==> src/rtl/decim_pkg.sv <==
// Shared helpers for the multi-channel decimator: accumulator sizing, saturation, divide-factor normalisation.
package decim_pkg;

  function automatic int unsigned decim_acc_w(input int unsigned data_w, input int unsigned cnt_w);
    return data_w + cnt_w;
  endfunction

  // Clamp a wide signed value to the signed range of data_w bits.
  function automatic logic signed [63:0] sat_s(input logic signed [63:0] acc,
                                               input int unsigned     data_w);
    logic signed [63:0] hi;
    logic signed [63:0] lo;
    hi = (64'sd1 <<< (data_w - 1)) - 64'sd1;
    lo = -hi - 64'sd1;
    if (acc > hi) return hi;
    if (acc < lo) return lo;
    return acc;
  endfunction

  function automatic logic [31:0] neff(input logic [31:0] nfreq);
    return (nfreq == 32'd0) ? 32'd1 : nfreq;
  endfunction

endpackage

==> src/rtl/decim_chan.sv <==
// One decimator channel: optional summing accumulator, saturation and held output register.
// Summing mode is selected with DECIM_SUM_EN; otherwise the channel simply picks the emitted sample.
module decim_chan
  import decim_pkg::*;
#(
  parameter int unsigned DATA_W = 18,
  parameter int unsigned CNT_W  = 4
) (
  input  logic              clock,
  input  logic              reset,
  input  logic              emit_i,
  input  logic              acc_en_i,
  input  logic              clr_i,
  input  logic [DATA_W-1:0] din_i,
  output logic [DATA_W-1:0] dout_o,
  output logic              clip_c
);

`ifdef DECIM_SUM_EN
  localparam int unsigned ACC_W = decim_acc_w(DATA_W, CNT_W);

  logic signed [ACC_W-1:0]  acc_q;
  logic signed [ACC_W-1:0]  acc_d;
  logic signed [ACC_W-1:0]  sum_c;
  logic signed [63:0]       sat_c;
  logic        [DATA_W-1:0] dout_d;

  // A resync in the same cycle discards the partial window before adding this sample.
  always_comb begin
    acc_d  = acc_q;
    dout_d = dout_o;
    clip_c = 1'b0;
    sum_c  = (clr_i ? ACC_W'(0) : acc_q) + ACC_W'($signed(din_i));
    sat_c  = sat_s(64'(sum_c), DATA_W);
    if (emit_i) begin
      dout_d = DATA_W'(sat_c);
      acc_d  = '0;
      clip_c = (sat_c != 64'(sum_c));
    end else if (acc_en_i) begin
      acc_d = sum_c;
    end else if (clr_i) begin
      acc_d = '0;
    end
  end

  always_ff @(posedge clock) begin
    if (reset) begin
      acc_q  <= '0;
      dout_o <= '0;
    end else begin
      acc_q  <= acc_d;
      dout_o <= dout_d;
    end
  end
`else
  logic unused_c;
  assign unused_c = ^{acc_en_i, clr_i};
  assign clip_c   = 1'b0;

  always_ff @(posedge clock) begin
    if (reset) begin
      dout_o <= '0;
    end else if (emit_i) begin
      dout_o <= din_i;
    end
  end
`endif

endmodule

==> src/rtl/decimator_nch.sv <==
// NCH-channel decimator by nfreq with one shared phase counter and a one-cycle output strobe.
// Define DECIM_SUM_EN to emit the saturated window sum instead of the picked sample.
module decimator_nch
  import decim_pkg::*;
#(
  parameter int unsigned DATA_W = 18,
  parameter int unsigned NCH    = 2,
  parameter int unsigned CNT_W  = 4
) (
  input  logic                  clock,
  input  logic                  reset,
  input  logic [CNT_W-1:0]      nfreq,
  input  logic                  resync,
  input  logic [NCH*DATA_W-1:0] datain,
  input  logic                  endatain,
  output logic [NCH*DATA_W-1:0] dataout,
  output logic                  endataout,
  output logic                  sat_flag
);

  logic [CNT_W-1:0] cnt_q;
  logic [CNT_W-1:0] cnt_d;
  logic             str_d;
  logic             sat_d;
  logic             emit_c;
  logic             acc_en_c;
  logic [NCH-1:0]   clip_c;

  // Divide factor is only looked at on reload, so mid-window changes finish the current countdown.
  always_comb begin
    emit_c   = endatain & (resync | (cnt_q == '0));
    acc_en_c = endatain & ~emit_c;
    cnt_d    = cnt_q;
    str_d    = emit_c;
    sat_d    = sat_flag | (|clip_c);
    if (emit_c) begin
      cnt_d = CNT_W'(neff(32'(nfreq)) - 32'd1);
    end else if (acc_en_c) begin
      cnt_d = cnt_q - CNT_W'(1);
    end else if (resync) begin
      cnt_d = '0;
    end
  end

  always_ff @(posedge clock) begin
    if (reset) begin
      cnt_q     <= '0;
      endataout <= 1'b0;
      sat_flag  <= 1'b0;
    end else begin
      cnt_q     <= cnt_d;
      endataout <= str_d;
      sat_flag  <= sat_d;
    end
  end

  for (genvar g = 0; g < NCH; g++) begin : g_chan
    decim_chan #(
      .DATA_W (DATA_W),
      .CNT_W  (CNT_W)
    ) u_chan (
      .clock    (clock),
      .reset    (reset),
      .emit_i   (emit_c),
      .acc_en_i (acc_en_c),
      .clr_i    (resync),
      .din_i    (datain[g*DATA_W +: DATA_W]),
      .dout_o   (dataout[g*DATA_W +: DATA_W]),
      .clip_c   (clip_c[g])
    );
  end

endmodule
==> config.mk <==
export PLATFORM = sky130hd
export DESIGN_NAME = decimator_nch
export DESIGN_NICKNAME = d
export VERILOG_FILES = /design/src/rtl/decim_pkg.sv /design/src/rtl/decim_chan.sv /design/src/rtl/decimator_nch.sv
export SDC_FILE = /design/constraint.sdc
export NUM_CORES = 1
export LEC_CHECK = 0
export ABC_AREA = 1
export CORE_MARGIN = 1
export CORE_UTILIZATION = 43
export DETAILED_ROUTE_END_ITERATION = 16
export PLACE_DENSITY_LB_ADDON = 0.15
export RECOVER_POWER = 100
export SYNTH_ARGS = -nofsm -noshare
export SYNTH_HDL_FRONTEND = slang
export SYNTH_SLANG_ARGS = --single-unit
==> constraint.sdc <==
create_clock -name clock -period 3.8 [get_ports clock]
set_input_delay 0.76 -clock clock [delete_from_list [all_inputs] [get_ports clock]]
set_output_delay 0.76 -clock clock [all_outputs]
set_load 0.1 [all_outputs]
==> results of run 1 <==
[kinds of logic after synthesis]
family / count (synthesis)
DFF: 41
other: 1
AOI/OAI and AO/OA: 45
buffers and inverters: 28
adders and majority gates: 2
xor gates and xnor gates: 2
and+or+nand+nor: 97
[worst max-delay path, stage by stage]
cell           delay [ps]
dlygate4sd3_1         540
inv_1                  70
nand2_4               330
nand2_1               830
nor2_1                310
nor2_1                 70
nor2_1                 80
[path summary, 6_finish.rpt]
kind | cells after the start | slack (ps) | startpoint | to
worst max-delay path | 7 | 1010 | resync | cnt_q[1]$_SDFFE_PP0P_
worst min-delay path | 2 | 460 | g_chan[0].u_chan.dout_o[9]$_SDFFE_PP0P_ | g_chan[0].u_chan.dout_o[9]$_SDFFE_PP0P_
worst min register to register | 2 | 460 | g_chan[0].u_chan.dout_o[9]$_SDFFE_PP0P_ | g_chan[0].u_chan.dout_o[9]$_SDFFE_PP0P_
worst max register to register | 7 | 1390 | cnt_q[0]$_SDFFE_PP0P_ | g_chan[1].u_chan.dout_o[8]$_SDFFE_PP0P_
[sequential cells by signal (all words and copies together) (netlist names)]
signal,count
g_chan.u_chan.dout_o,36
cnt_q,4
endataout,1
[area by class of cell]
class / instances / area (um2) / area share
Sequential cell: 41 / 821 / 0.324
Timing Repair Buffer: 82 / 812 / 0.320
Multi-Input combinational cell: 147 / 698 / 0.276
Clock buffer: 7 / 96.3 / 0.0380
Tap cell: 48 / 60.1 / 0.0237
Inverter: 11 / 41.3 / 0.0163
Clock inverter: 1 / 5.00 / 0.00198
[cell usage in the layout (no fill, tap or decap)]
| master | synthesis | final |
|---|---|---|
| conb_1 | 1 | 1 |
| a21oi_1 | 39 | 39 |
| clkinv_2 | 0 | 1 |
| ha_1 | 2 | 2 |
| nand2_1 | 42 | 43 |
| dlygate4sd3_1 | 0 | 39 |
| clkbuf_1 | 6 | 1 |
| nand3b_1 | 1 | 1 |
| nand2_2 | 2 | 1 |
| o21ai_0 | 6 | 6 |
| nand2_4 | 1 | 1 |
| nand3_1 | 39 | 39 |
| clkdlybuf4s50_1 | 0 | 41 |
| inv_1 | 11 | 11 |
| buf_4 | 2 | 1 |
| dfxtp_1 | 41 | 41 |
| xnor2_1 | 2 | 2 |
| nor2_1 | 12 | 12 |
| clkbuf_8 | 0 | 7 |
[through the flow]
step / worst slack (ps) / utilization / hold slack (ps) / total power, mW / instances
4_1_cts: 1250 / 0.689 / 464 / 1.22 / 337
5_1_grt: 708 / 0.687 / 472 / 1.26 / 337
6_report: 1010 / 0.687 / 460 / 1.21 / 337
3_5_place_dp: 1180 / 0.661 / 454 / 0.919 / 329
3_3_place_gp: 1210 / 0.661 / 448 / 0.917 / 329
2_1_floorplan: 2120 / - / 514 / 0.808 / 216
[metal layers]
| metal | wire length, um | vias to the layer above |
|---|---|---|
| li1 | - | 850 |
| met1 | 1900 | 747 |
| met2 | 1870 | 60 |
| met3 | 315 | 7 |
| met4 | 67 | 0 |
| met5 | 0 | - |
[report_power, final]
| group | internal [mW] | total, mW | switching [mW] |
|---|---|---|---|
| combinational | 0.112 | 0.418 | 0.306 |
| sequential | 0.463 | 0.480 | 0.0176 |
| clock | 0.164 | 0.307 | 0.143 |
==> run_results.csv, run 1 <==
group,metric,value,unit
floorplanning,floorplan.die_area,4110,um2
cells_and_area,drive_gt1_frac,0.0381,
yosys,compound_gate_fraction_of_synth_area,0.136,
floorplanning,die_height,64.1,um
yosys,syn-instance-count,216,
worst_hold_path,worst_min_delay_path_category,"reg2reg",
yosys,dominantRegCellSynth,"dfxtp_1",
critical_path,critical_path_required,4020,ps
timing,final_setup_violation_count,0,
outcome,run_status,"finished clean",
yosys,yosysMostFrequentCell,"nand2_1",
clocking,clockRootBuffer,"clkbuf_8",
routing,routed_wire_length_per_instance,12.3,um
place,dp_hpwl,2730,um
clocking,clkSlewWorstSetupHoldPaths,80,ps
power_and_ir_drop,vdd.ir_drop.worst,0.314,mV
global_routing,grt_antenna_before_repair,0,
yosys,synth_common_cells,"nand2_1 (42), dfxtp_1 (41), a21oi_1 (39), nand3_1 (39), nor2_1 (12)",
clocking,worstSkewPairLatency,290,ps
global_routing,pin_count_of_the_biggest_net_entering_global_routing,44,
yosys,postSynthNetCount,262,
global_routing,grt.met1_usage,0.263,
place,finalWeightedCongestion,0.741,
global_routing,grt.met3_usage,0.0625,
timing,final_hold_viol_count,0,
global_routing,residual_overflow_from_global_routing,0,
timing,achievable-frequency,0.359,GHz
global_routing,global_route.usage.total,0.213,
clocking,htreeDepth,2,
critical_path,path_max_fanout,43,
floorplanning,floorplan.initialDensity,0.449,
floorplanning,placeableCoreArea,3690,um2
place,port_buffers,80,
yosys,synth_edf_count,0,
timing,final_min_period_over_clock_period,0.733,
global_routing,globalRoute.busiestLayer,"met2",
critical_path,worst_setup_path_start_kind,"input pin",
cells_and_area,antenna_cells,0,
clocking,post_cts_resized,0,
timing,grt_setup_unrepaired,"false",
cells_and_area,nFillCells,346,
yosys,synth_seq_area_share,0.495,
timing,worst_pin_slew,1240,ps
yosys,synth-async-reset-ratio,0,
routing,via_count,1664,
clocking,clk_path_buf_depth,2,
routing,wl,4150,um
yosys,synthDominantCellAreaShare,0.495,
routing,dr.pass1.iters,4,
yosys,post_synth_num_cell_types,17,
power_and_ir_drop,leakage,1.08,nW
routing,first_iter_violations,102,
floorplanning,width_of_the_die,64.1,um
global_routing,groute.layer.met2.usage,0.348,
yosys,synth_xor_area_frac,0.0106,
timing,headroom_to_the_max_slew_limit,0.174,
routing,drcViolationCount,0,
clocking,number_of_sinks_driven_by_the_clock_tree,41,
yosys,synth.mux.area_fraction,0,
routing,final_antenna_net_count,0,
global_routing,first_global_vias,1493,
yosys,mappedNetlistArea,1660,um2
cells_and_area,design.final.nets,334,
yosys,postSynthAreaPerCell,7.68,um2
critical_path,cp.arrival,3010,ps
cells_and_area,postLayoutCellArea,2530,um2
routing,vias_per_cell,4.94,
clocking,cts.hold.buffers_added,0,
clocking,cts_made_buffers,5,
timing,skew,10.4,ps
yosys,combinational_family_with_the_most_area_after_synthesis,"simple AND/OR/NAND/NOR gates",
yosys,yosysTopAreaCell,"dfxtp_1",
yosys,area_share_of_and_or_nand_nor_cells_after_synthesis,0.259,
place,placed_area,2440,um2
power_and_ir_drop,cellPowerDensity,476,nW/um2
clocking,post-cts-setup-buffers,0,
yosys,synth_top_cells_by_area,"dfxtp_1 (50%), a21oi_1 (12%), nand3_1 (12%)",
floorplanning,number_of_standard_cell_rows_in_the_floorplan,22,
timing,tns_setup,0,ps
floorplanning,ioPinCount,82,
flow_run,max_cap_violations,0,
timing,min_period,2790,ps
timing,finalMaxSlewViolations,0,
critical_path,setup.worst_path.class,"in2reg",
clocking,cts_tree,"done",
critical_path,crit_path_end_kind,"register",
cells_and_area,flow.area_growth_from_synthesis,52.8,%
yosys,synth_warnings,0,
yosys,synth.ff_latch_count,41,
yosys,synth-adder-area-share,0.0151,
global_routing,global_route_wire_length_before_repair,6860,um
Power figures use the tool's default switching activity.
==> run 2, diff against run 1 <==
--- a/config.mk
+++ b/config.mk
@@ -7,7 +7,7 @@
 export LEC_CHECK = 0
 export ABC_AREA = 1
 export CORE_MARGIN = 1
-export CORE_UTILIZATION = 43
+export CORE_UTILIZATION = 40
 export DETAILED_ROUTE_END_ITERATION = 16
 export PLACE_DENSITY_LB_ADDON = 0.15
 export RECOVER_POWER = 100
==> constraint.sdc (replaced) <==
create_clock -name clock -period 2.9 [get_ports clock]
set_input_delay 0.58 -clock clock [delete_from_list [all_inputs] [get_ports clock]]
set_output_delay 0.58 -clock clock [all_outputs]
set_load 0.1 [all_outputs]
==> run 2 against run 1 <==
Net effect:
- combinational power rose by 24%
- clock skew fell by 7.4 ps
- setup slack got worse by 270 ps
- via count fell by 1.9%
- first-iteration DRC count rose by 3.9%
- critical path type unchanged
- critical endpoint is now g_chan[1].u_chan.dout_o[7]$_SDFFE_PP0P_
==> run_results.csv, run 2 (synthesis gave the netlist of run 1 again) <==
group,metric,value,unit
clocking,post-cts-setup-buffers,0,
cells_and_area,largest_registers,"g_chan.u_chan.dout_o x36, cnt_q x4, endataout x1",
critical_path,timing.critical_path.buf_inv,3,
cells_and_area,nFillCells,409,
power_and_ir_drop,power.net_switching,0.596,mW
clocking,worstSkewPairLatency,280,ps
clocking,cts_made_buffers,5,
timing,min_period,2160,ps
cells_and_area,flow.area_growth_from_synthesis,39.1,%
place,post-place-ws,805,ps
power_and_ir_drop,pwr-share-comb,0.345,
cells_and_area,design.final.nets,336,
power_and_ir_drop,sw_frac_of_total,0.395,
place,finalWeightedCongestion,0.693,
clocking,number_of_sinks_driven_by_the_clock_tree,41,
global_routing,pin_count_of_the_biggest_net_entering_global_routing,43,
clocking,htreeDepth,2,
clocking,clk_path_buf_depth,2,
critical_path,crit_path_cell_trace,"dlygate4sd3_1 > inv_1 > nand2_4 > nand2_1 > buf_4 > nand2_1 > a21oi_1",
global_routing,first_global_vias,1487,
routing,drcViolationCount,0,
clocking,clkSlewWorstSetupHoldPaths,70,ps
critical_path,worst_setup_path_start_kind,"input pin",
routing,final_antenna_net_count,0,
floorplanning,number_of_standard_cell_rows_in_the_floorplan,23,
timing,final_hold_viol_count,0,
outcome,run_status,"finished clean",
routing,first_iter_violations,106,
global_routing,global_route.usage.total,0.188,
cells_and_area,layout.cells.most_common_list,"nand2_1 (43), clkdlybuf4s50_1 (42), dfxtp_1 (41)",
critical_path,crit_path_end_kind,"register",
timing,tns_setup,0,ps
floorplanning,die_height,66.4,um
critical_path,cp_common_cell,"nand2_1",
timing,worst_pin_slew,1200,ps
critical_path,path_max_fanout,23,
timing,finalMaxSlewViolations,0,
cells_and_area,commonest_non_fill_non_tap_cell_in_the_layout,"nand2_1",
power_and_ir_drop,portion_of_total_power_attributed_to_the_clock_network,0.239,
worst_hold_path,worst_min_delay_path_category,"reg2reg",
place,port_buffers,80,
cells_and_area,register_name_with_the_most_flops,"g_chan.u_chan.dout_o",
timing,grt_setup_unrepaired,"false",
routing,vias_per_cell,4.80,
global_routing,residual_overflow_from_global_routing,0,
timing,final_setup_violation_count,0,
cells_and_area,flip_flop_count_of_the_largest_register_after_layout,36,
place,dp_hpwl,2600,um
power_and_ir_drop,pwr-share-seq,0.417,
clocking,cts_tree,"done",
routing,via_count,1633,
global_routing,global_route_wire_length_before_repair,6330,um
flow_run,max_cap_violations,0,
routing,routed_wire_length_per_instance,11.6,um
critical_path,cp.arrival,2370,ps
routing,dr.pass1.iters,4,
timing,post-route-worst-setup-slack,742,ps
timing,final_min_period_over_clock_period,0.744,
clocking,clockRootBuffer,"clkbuf_8",
clocking,cts.hold.buffers_added,0,
floorplanning,placeableCoreArea,4000,um2
cells_and_area,antenna_cells,0,
floorplanning,floorplan.initialDensity,0.414,
timing,skew,2.99,ps
routing,wl,3930,um
timing,achievable-frequency,0.463,GHz
global_routing,grt_antenna_before_repair,0,
clocking,post_cts_resized,0,
critical_path,critical_path_required,3110,ps
floorplanning,width_of_the_die,66.4,um
power_and_ir_drop,cellPowerDensity,655,nW/um2
floorplanning,floorplan.die_area,4410,um2
critical_path,critical-path-slowest-cell,"dlygate4sd3_1",
power_and_ir_drop,leakage,0.893,nW
critical_path,setup.worst_path.class,"in2reg",
cells_and_area,drive_gt1_frac,0.0414,
power_and_ir_drop,p_int,0.914,mW
critical_path,critPathTopFamily,"buffers and inverters",
floorplanning,ioPinCount,82,
timing,headroom_to_the_max_slew_limit,0.207,
critical_path,cpPeakStageDelay,550,ps
power_and_ir_drop,vdd.ir_drop.worst,0.371,mV
-- run 2: cell types whose count changed in the layout (fill, tap and decap cells not counted), sizes merged --
cell,change
dlygate4sd3,-38
clkbuf,+37
clkinv,-1
clkdlybuf4s50,+1
buf,+2
-- run 2: worst paths after layout --
path / from / endpoint / slack, ps / depth (start not counted)
setup / recovery: resync / g_chan[1].u_chan.dout_o[7]$_SDFFE_PP0P_ / 740 / 7
hold / removal: g_chan[0].u_chan.dout_o[4]$_SDFFE_PP0P_ / g_chan[0].u_chan.dout_o[4]$_SDFFE_PP0P_ / 460 / 2
setup reg to reg: cnt_q[0]$_SDFFE_PP0P_ / g_chan[1].u_chan.dout_o[7]$_SDFFE_PP0P_ / 970 / 8
hold reg to reg: g_chan[0].u_chan.dout_o[4]$_SDFFE_PP0P_ / g_chan[0].u_chan.dout_o[4]$_SDFFE_PP0P_ / 460 / 2
-- run 2: through the flow --
stage               instance area, um2  hold WS (ps)  utilization  std cells  total power, mW
floorplan                         1660           514            -        216             1.06
global placement                  2360           450        0.591        333             1.20
detailed placement                2360           452        0.591        333             1.20
CTS                               2450           463        0.612        340             1.56
global route                      2310           475        0.576        340             1.58
finish                            2310           459        0.576        340             1.51
-- run 2: worst min-delay path, stage by stage, from the launching register on --
cell,delay [ps]
dfxtp_1,310
nand2_1,60
a21oi_1,50
-- run 2: final cells by class --
| type | instances | area (um2) | area share |
|---|---|---|---|
| tap | 50 | 62.6 | 0.0271 |
| sequential | 41 | 821 | 0.356 |
| timing repair buffer | 84 | 597 | 0.259 |
| clock buffer | 7 | 86.3 | 0.0374 |
| inverter | 11 | 41.3 | 0.0179 |
| multi-input combinational | 147 | 698 | 0.303 |
-- run 2: power groups by stage --
stage,combinational [mW],clock [mW],sequential (mW)
final,0.520,0.361,0.629
after global routing,0.554,0.397,0.634
after CTS,0.557,0.374,0.630
after detailed placement,0.556,0,0.643
after global placement,0.554,0,0.642
after floorplan,0.152,0,0.906
-- run 2: per-layer routing --
metal / global-route usage / vias to the layer above / part of all wire
li1: - / 859 / -
met1: 0.218 / 728 / 0.44
met2: 0.332 / 44 / 0.50
met3: 0.0466 / 2 / 0.056
met4: 0.0638 / 0 / 0.0074
met5: 0 / - / 0
==> run 3, diff against run 2 <==
==> constraint.sdc (replaced) <==
create_clock -name clock -period 2.2 [get_ports clock]
set_input_delay 0.44 -clock clock [delete_from_list [all_inputs] [get_ports clock]]
set_output_delay 0.44 -clock clock [all_outputs]
set_load 0.1 [all_outputs]
==> run 3 against run 2 <==
Net effect:
- core utilization grew 1.8 points
- clock skew is essentially flat
- critical path depth shrank 6
- hold slack gained 1.3 ps
- via count grew 0.80%
- critical endpoint is now endataout
- largest power group unchanged
==> run_results.csv, run 3 (synthesis gave the netlist of run 1 again) <==
group,metric,value,unit
routing,drcViolationCount,0,
critical_path,crit_path_cell_trace,"buf_1",
critical_path,crit_path_end_kind,"output pin",
timing,achievable-frequency,0.533,GHz
global_routing,pin_count_of_the_biggest_net_entering_global_routing,33,
routing,via_count,1646,
routing,wl,4000,um
routing,dr.pass1.iters,4,
global_routing,grt_antenna_before_repair,0,
cells_and_area,commonest_non_fill_non_tap_cell_in_the_layout,"nand2_1",
worst_hold_path,worstHoldStart,"g_chan[1].u_chan.dout_o[16]$_SDFFE_PP0P_",
cells_and_area,flip_flop_count_of_the_largest_register_after_layout,36,
place,post-place-ws,376,ps
routing,vias_per_cell,4.81,
place,placedCellCount,335,
clocking,cts.hold.buffers_added,0,
clocking,post_cts_resized,0,
timing,tns_setup,0,ps
floorplanning,ioPinCount,82,
place,dp_hpwl,2800,um
critical_path,critPathTopFamily,"buffers and inverters",
floorplanning,number_of_standard_cell_rows_in_the_floorplan,23,
clocking,htreeDepth,2,
clocking,clockRootBuffer,"clkbuf_8",
flow_run,max_cap_violations,0,
timing,final_layout_worst_hold_slack,461,ps
global_routing,global_route_wire_length_before_repair,6220,um
cells_and_area,flow.area_growth_from_synthesis,43.3,%
global_routing,residual_overflow_from_global_routing,0,
clocking,worstSkewPairLatency,280,ps
critical_path,timing.critical_path.buf_inv,1,
outcome,run_status,"finished clean",
cells_and_area,drive_gt1_frac,0.168,
cells_and_area,largest_registers,"g_chan.u_chan.dout_o x36, cnt_q x4, endataout x1",
timing,worst_pin_slew,1160,ps
critical_path,path_max_fanout,1,
timing,post-route-worst-setup-slack,323,ps
cells_and_area,multiInputGateArea,696,um2
routing,first_iter_violations,73,
cells_and_area,antenna_cells,0,
critical_path,cp.arrival,1440,ps
cells_and_area,seqCellArea,821,um2
global_routing,first_global_vias,1420,
place,port_buffers,80,
timing,min_period,1880,ps
timing,finalMaxSlewViolations,0,
power_and_ir_drop,vdd.ir_drop.worst,0.619,mV
place,placed_area,2390,um2
clocking,cts_tree,"done",
critical_path,cpPeakStageDelay,850,ps
cells_and_area,final_cell_count_no_fill,342,
cells_and_area,design.final.nets,338,
routing,routed_wire_length_per_instance,11.7,um
cells_and_area,utilization,0.594,
floorplanning,die_height,66.4,um
power_and_ir_drop,fin_total_pwr,2.01,mW
clocking,number_of_sinks_driven_by_the_clock_tree,41,
timing,final_setup_violation_count,0,
timing,final_min_period_over_clock_period,0.853,
clocking,clkSlewWorstSetupHoldPaths,70,ps
timing,final_hold_viol_count,0,
timing,grt_setup_unrepaired,"false",
critical_path,critical_path_required,1760,ps
power_and_ir_drop,cellPowerDensity,846,nW/um2
critical_path,cp-startpoint,"endataout$_SDFF_PP0_",
clocking,clk_path_buf_depth,2,
routing,final_antenna_net_count,0,
floorplanning,width_of_the_die,66.4,um
clocking,post-cts-setup-buffers,0,
critical_path,setup.worst_path.class,"reg2out",
critical_path,reg2reg_from,"cnt_q[0]$_SDFFE_PP0P_",
floorplanning,floorplan.die_area,4410,um2
critical_path,critical-path-slowest-cell,"buf_1",
power_and_ir_drop,leakage,1.03,nW
floorplanning,floorplan.initialDensity,0.414,
clocking,cts_made_buffers,5,
place,finalWeightedCongestion,0.796,
critical_path,worst_setup_path_start_kind,"register",
timing,headroom_to_the_max_slew_limit,0.232,
worst_hold_path,worst_min_delay_path_category,"reg2reg",
cells_and_area,nFillCells,403,
cells_and_area,layout.cells.most_common_list,"nand2_1 (44), clkdlybuf4s50_1 (42), dfxtp_1 (41)",
cells_and_area,postLayoutCellArea,2380,um2
cells_and_area,register_name_with_the_most_flops,"g_chan.u_chan.dout_o",
timing,skew,2.62,ps
global_routing,global_route.usage.total,0.189,
floorplanning,placeableCoreArea,4000,um2
-- run 3: changes by cell type in the layout (fill, tap and decap cells not counted), sizes merged --
cell | previous run | this run
buf | 3 | 6
clkbuf | 45 | 44
-- run 3: power breakdown --
group | switching (mW) | leakage, nW | internal, mW
Sequential | 0.0302 | 0.337 | 0.799
Combinational | 0.527 | 0.647 | 0.175
Clock | 0.230 | 0.0443 | 0.249
Total | 0.788 | 1.03 | 1.22
-- run 3: routing by layer --
| metal | share of wire | GRT usage |
|---|---|---|
| met5 | 0 | 0 |
| met4 | 0.0057 | 0.0559 |
| met3 | 0.061 | 0.0741 |
| met2 | 0.50 | 0.325 |
| met1 | 0.43 | 0.215 |
-- run 3: final cells by class --
type / count / area share
Multi-Input combinational cell: 147 / 0.293
Sequential cell: 41 / 0.345
Timing Repair Buffer: 86 / 0.282
Clock buffer: 7 / 0.0363
Inverter: 11 / 0.0174
Tap cell: 50 / 0.0263
-- run 3: worst register-to-register path: cells and delay by family (launching register included) --
kind | cells | cell delay [ps]
and+or+nand+nor | 4 | 620
DFF | 1 | 340
buffers and inverters | 2 | 300
adders and majority gates | 1 | 220
AOI/OAI and AO/OA | 1 | 120
-- run 3: path summary, 6_finish.rpt --
kind                            cells after the start                                  endpoint  slack (ps)
worst min-delay path                                2  g_chan[1].u_chan.dout_o[16]$_SDFFE_PP0P_         460
worst max register to register                      8  g_chan[0].u_chan.dout_o[11]$_SDFFE_PP0P_         520
worst max-delay path                                1                                 endataout         320
worst min register to register                      2  g_chan[1].u_chan.dout_o[16]$_SDFFE_PP0P_         460
